===== src/rtl/memory_cycle.sv =====
// Memory stage with a variable-latency data-memory handshake and the M->W pipeline register.
// The stage stalls upstream until the memory acknowledges, and aborts the access after TIMEOUT wait cycles.
module memory_cycle #(
    parameter int TIMEOUT = 15
) (
    input  logic        clk,
    input  logic        rst,
    input  logic        RegWriteM,
    input  logic        MemWriteM,
    input  logic        ResultSrcM,
    input  logic [4:0]  RD_M,
    input  logic [17:0] PCPlus4M,
    input  logic [17:0] WriteDataM,
    input  logic [17:0] ALU_ResultM,
    input  logic [1:0]  RGB_M,
    output logic        dmem_req,
    output logic        dmem_we,
    output logic [17:0] dmem_addr,
    output logic [17:0] dmem_wdata,
    input  logic [17:0] dmem_rdata,
    input  logic        dmem_ack,
    output logic        StallM,
    output logic        RegWriteW,
    output logic        ResultSrcW,
    output logic [4:0]  RD_W,
    output logic [1:0]  RGB_W,
    output logic [17:0] PCPlus4W,
    output logic [17:0] ALU_ResultW,
    output logic [17:0] ReadDataW,
    output logic        mem_err
);

    typedef enum logic {
        IDLE = 1'b0,
        WAIT = 1'b1
    } state_t;

    localparam logic [4:0] TIMEOUT_CNT = 5'(TIMEOUT);

    state_t      state, state_nx;
    logic [4:0]  count, count_nx;
    logic        mem_op;
    logic        timeout_hit;
    logic        load_w, abort_w, bubble_w;

    assign mem_op      = MemWriteM | ResultSrcM;
    assign timeout_hit = (state == WAIT) && (count == TIMEOUT_CNT);

    // Reset gating keeps the memory and hazard unit quiet while the stage is being cleared.
    assign dmem_req   = mem_op & ~rst;
    assign dmem_we    = MemWriteM;
    assign dmem_addr  = ALU_ResultM;
    assign dmem_wdata = WriteDataM;
    assign StallM     = mem_op & ~dmem_ack & ~timeout_hit & ~rst;

    always_ff @(posedge clk or posedge rst) begin
        if (rst) begin
            state <= IDLE;
            count <= 5'd0;
        end else begin
            state <= state_nx;
            count <= count_nx;
        end
    end

    // An acknowledge outranks a simultaneous timeout, so a late-but-valid response still completes.
    always_comb begin
        state_nx = state;
        count_nx = count;
        load_w   = 1'b0;
        abort_w  = 1'b0;
        bubble_w = 1'b0;
        if (!mem_op || dmem_ack) begin
            load_w   = 1'b1;
            state_nx = IDLE;
            count_nx = 5'd0;
        end else if (timeout_hit) begin
            abort_w  = 1'b1;
            state_nx = IDLE;
            count_nx = 5'd0;
        end else begin
            bubble_w = 1'b1;
            state_nx = WAIT;
            count_nx = count + 5'd1;
        end
    end

    always_ff @(posedge clk or posedge rst) begin
        if (rst) begin
            RegWriteW   <= 1'b0;
            ResultSrcW  <= 1'b0;
            RD_W        <= 5'd0;
            RGB_W       <= 2'd0;
            PCPlus4W    <= 18'd0;
            ALU_ResultW <= 18'd0;
            ReadDataW   <= 18'd0;
            mem_err     <= 1'b0;
        end else if (load_w || abort_w) begin
            RegWriteW   <= RegWriteM & ~abort_w;
            ResultSrcW  <= ResultSrcM;
            RD_W        <= RD_M;
            RGB_W       <= RGB_M;
            PCPlus4W    <= PCPlus4M;
            ALU_ResultW <= ALU_ResultM;
            if (abort_w) begin
                ReadDataW <= 18'd0;
                mem_err   <= 1'b1;
            end else if (mem_op && ResultSrcM) begin
                ReadDataW <= dmem_rdata;
            end
        end else if (bubble_w) begin
            RegWriteW  <= 1'b0;
            ResultSrcW <= 1'b0;
        end
    end

endmodule


===== config.mk =====
export PLATFORM = sky130hd
export DESIGN_NAME = memory_cycle
export DESIGN_NICKNAME = d
export VERILOG_FILES = /design/src/rtl/memory_cycle.sv
export SDC_FILE = /design/constraint.sdc
export NUM_CORES = 1
export LEC_CHECK = 0
export BUFFER_PORTS_ARGS = -buffer_cell sky130_fd_sc_hd__buf_4
export CORE_ASPECT_RATIO = 0.8
export CORE_UTILIZATION = 46
export DETAILED_ROUTE_END_ITERATION = 16
export GPL_TIMING_DRIVEN = 0
export PLACE_DENSITY = 0.85
export SLEW_MARGIN = 20
export SYNTH_ARGS = -nofsm -noshare
export SYNTH_HDL_FRONTEND = slang
export SYNTH_SLANG_ARGS = --single-unit

===== constraint.sdc =====
create_clock -name clk -period 4.2 [get_ports clk]
set_input_delay 0.21 -clock clk [delete_from_list [all_inputs] [get_ports clk]]
set_output_delay 0.21 -clock clk [all_outputs]
set_load 0.005 [all_outputs]

; ---- Word-level counts from Yosys, hierarchy flattened
; Index checks and enable logic that the tools add are counted.
; W data, S select, Z words.
[totals]
register_bits = 70
[op_classes]
add_sub_neg = 1
n_eq_ne = 1
n_mux = 12
bitwise_logic = 10
reduce_logical = 9
[ops]
columns = cell, count
row1 = $mux W18, 2
row2 = $mux W5, 2
row3 = $mux W1, 8
row4 = $add A5 B1 Y5 const B, 1
row5 = $and A1 B1 Y1, 5
row6 = $eq A5 B4 Y1 const B, 1
row7 = $not A1 Y1, 4
row8 = $reduce_and A2 Y1, 2
row9 = $reduce_bool A2 Y1, 2
row10 = $logic_and A1 B1 Y1, 2
row11 = $logic_or A1 B1 Y1, 2
row12 = $logic_not A1 Y1, 1
row13 = $or A1 B1 Y1, 1

; ---- Longest topological paths before layout
[depth]
ltp_word = 7
depth_mapped = 6

; ---- Least setup slack after synthesis
; Ideal clock, no wire load.
[synth_timing]
path_type = flip-flop to flip-flop
startpoint = register count[0]
endpoint = register ALU_ResultW[0]
t_arrival_ns = 1.447
required_ns = 4.075
setup_slack_ns = 2.627
path_stages_with_launch = 7
path_cell_list = dfrtp_1 > ha_1 > nand3_2 > o21ai_2 > buf_6 > buf_6 > mux2_4
[synth_via]
elab_chain_cells = 5
[synth_lines]
columns = item, line
row1 = from (decl), 41  ; logic [4:0] count, count_nx;
row2 = from (signal assigned), 62  ; count <= count_nx;
row3 = $eq A5 B4 Y1, 47  ; assign timeout_hit = (state == WAIT) && (count == TIMEOUT_CNT);
row4 = $logic_and A1 B1 Y1, 47
row5 = $mux W1, 77  ; end else if (timeout_hit) begin
row6 = $mux W1, 73  ; if (!mem_op || dmem_ack) begin
row7 = $logic_or A1 B1 Y1, 98  ; end else if (load_w || abort_w) begin
row8 = to (signal assigned), 104  ; ALU_ResultW <= ALU_ResultM;
row9 = to (decl), 28  ; output logic [17:0] ALU_ResultW,
; Every way passes these cells.
; A chain may end at the register's enable or synchronous reset.

; ---- Final worst setup path
[layout_timing]
startpoint = register count[0]
endpoint = output port StallM
[layout_via]
elab_chain_cells = 5
[layout_lines]
columns = item, line
row1 = $eq A5 B4 Y1, 47
row2 = $logic_and A1 B1 Y1, 47
row3 = $not A1 Y1, 54  ; assign StallM = mem_op & ~dmem_ack & ~timeout_hit & ~rst;
row4 = $and A1 B1 Y1 (2 in a row), 54
row5 = to (decl), 22  ; output logic StallM,
; Every way passes these cells.

==> run summary <==
die area -> 7050 µm²
Peak supply drop -> 0.2809 mV
worst clock skew -> 0.009517 ns
crit path kind -> flip-flop to primary output
largest net degree at the start of global routing -> 55
placed cell area -> 4493 µm²
R2R depth -> 6
RSZ-0062 raised after global routing -> no
layout cells sized above 1 -> 64.65%
first-pass GRT wire length -> 11360 µm
area leader, netlist -> dfrtp_1
Root Buffer -> clkbuf_8
Worst R2R Start -> count[0]
Final ANT Viol Nets -> 0
Final Power -> 1.740 mW
via count -> 2487
Yosys top cell area share -> 56.70%
Leakage -> 2.395 nW
CP arrival -> 1.97 ns
CTS tree -> done
most common cell in the synthesized netlist -> dfrtp_1
Synth cell types -> 24
num rows -> 26
nature of the critical path startpoint -> flip-flop
Cell Pwr Density -> 368.1 nW/µm²
Final Util -> 73.37%
Ant. Diodes -> 0
# IOs -> 188
DR DRC count -> 0
CTS clk-pin slew, worst paths -> 0.08 ns
Routed WL -> 7580 µm
Iter 0 DRT Violations -> 82
Area Growth Syn to Fin -> 52.98%
top post-synthesis cells by area -> dfrtp_1 57%, mux2_2 13%, buf_4 9.7%
r2r setup slk -> 2.39 ns
RePlAce Congestion -> 0.6844
CP endpoint kind -> primary output
cts hold-fix bufs -> 1
number of clock sinks -> 70
WHS Endpoint -> ReadDataW[5]
Gate Count Post-Synth -> 243
Hold Crit Class -> primary input to flip-flop
Fillers -> 479
CORE AREA -> 6441 µm²
Finished Cell Area -> 4726 µm²
sw frac -> 24.27%
clock buffer depth -> 2
max-cap violations -> 0
Critical Path RT -> 3.99 ns
P_int -> 1.317 mW
CTS Buf Count -> 9
pins over their slew limit -> 0
HPWL Detailed -> 5673 µm
power share of the sequential group -> 45.1%
FF-to-FF End -> RD_W[0]
Max H-tree Level -> 3
period utilization -> 51.94%
minimum clock period -> 2.181 ns
Hold Path Depth -> 3
setup tns final -> 0 ns
final setup fails -> 0
GRT overflow -> 0
Synth Flop Type -> dfrtp_1
Mean Syn Cell Area -> 12.71 µm²
post-synthesis sequential area ratio -> 56.70%
Register Area -> 1752 µm²
post-CTS setup buffers -> 0
FF+latch count, synth -> 70
Initial Utilization -> 47.96%
area taken by multi-input logic gates -> 902.1 µm²
die width -> 93.62 µm
worst slew pin tran -> 0.5066 ns
Synth Net Count -> 329
drt pass-1 iters -> 6
Final Net Count -> 511
Switch Pwr -> 422.3 µW
Combinational Power Share -> 20.4%
final-report hold violation count -> 0
Commonest cells post-synth -> 70 x dfrtp_1, 40 x buf_4, 37 x mux2_2
DR vias/cell -> 4.839
Die H -> 75.30 µm
Post-Syn Area -> 3089 µm²
Post-synth ARST share -> 100.0%
Post-synth EDFFs -> 0
Slew HR -> 66.23%
DR WL/cell -> 14.75 µm
clock share of power -> 34.5%
IO Port Bufs -> 169
yosys warns -> 0
worst skew pair latency -> 0.34 ns
Peak Freq -> 458.4 MHz
hold wc startpoint -> dmem_rdata[5]
total track usage -> 21.49%
CTS resizes -> 0
vias in the first global route -> 2370
critical path peak fanout -> 10
outcome -> finished clean
antenna violations before repair -> 0
## power groups by stage
stage / clock [mW] / combinational, mW / sequential (mW)
floorplan: 0 / 0.140 / 0.797
global placement: 0 / 0.344 / 0.792
detailed placement: 0 / 0.359 / 0.795
CTS: 0.613 / 0.361 / 0.783
global route: 0.643 / 0.390 / 0.792
finish: 0.600 / 0.355 / 0.784
## sequential cells by signal, summed over array words and instances (netlist names)
name and cells:
RegWriteW 1, state 1, PCPlus4W 18, ResultSrcW 1, RGB_W 2, ALU_ResultW 18
mem_err 1, RD_W 5, count 5, ReadDataW 18
## routing by layer
layer / share of wire (%) / global-route usage, %
met5: 0 / 0
met4: 0.95 / 4.957
met3: 8.7 / 8.184
met2: 53 / 38.15
met1: 37 / 25.25
## how the worst max path moves through the flow
stage	from	end	slack (ns)	cells after the start
6_report	count[0]	StallM	2.02	7
5_1_grt	count[0]	StallM	1.82	7
4_1_cts	count[0]	StallM	1.97	7
3_5_place_dp	count[0]	StallM	2.35	7
3_3_place_gp	rst	ALU_ResultW[12]	1.38	2
2_1_floorplan	rst	ALU_ResultW[0]	2.22	1
## layout make-up
type,count,share of cell area (%)
Buffer,49,7.466
Clock buffer,10,2.912
Clock inverter,6,1.800
Inverter,22,1.800
Multi-Input combinational cell,102,19.09
Sequential cell,70,37.07
Tap cell,84,2.224
Timing Repair Buffer,171,27.64
## cell usage in the layout (no fill, tap or decap), drive strengths merged, types with 2 or more instances in the layout
master | synthesis | layout
inv | 21 | 21
buf | 45 | 215
clkinv | 1 | 3
clkinvlp | 0 | 2
bufinv | 0 | 2
xor2 | 2 | 2
clkbuf | 4 | 14
a32oi | 18 | 18
dfrtp | 70 | 70
nand3 | 2 | 2
mux2 | 43 | 43
o21ai | 19 | 19
and2 | 2 | 2
nor2 | 9 | 9
## cells by family after synthesis
logic type / after synthesis / synth area share, %
muxes: 43 / 16.40
xor gates and xnor gates: 3 / 0.8507
AOI/OAI and AO/OA: 41 / 9.356
adders and majority gates: 1 / 0.4050
DFF: 70 / 56.70
and+or+nand+nor: 14 / 2.187
buffers and inverters: 71 / 14.09
## per-stage QoR
stage / hold slack [ns] / worst slack [ns] / std cells
2_1_floorplan: 0.3321 / 2.222 / 243
3_3_place_gp: 0.4247 / 1.381 / 496
3_5_place_dp: 0.1812 / 2.349 / 497
4_1_cts: 0.07012 / 1.971 / 514
5_1_grt: 0.06199 / 1.817 / 514
6_report: 0.08634 / 2.019 / 514
## critical path: stages, from the launching register on
cell and delay [ns]:
dfrtp_1 0.37, ha_1 0.21, nand3_2 0.13, o21ai_2 0.29
buf_6 0.20, buf_2 0.22, nor2_1 0.08, buf_4 0.14
Power figures use the tool's default switching activity.
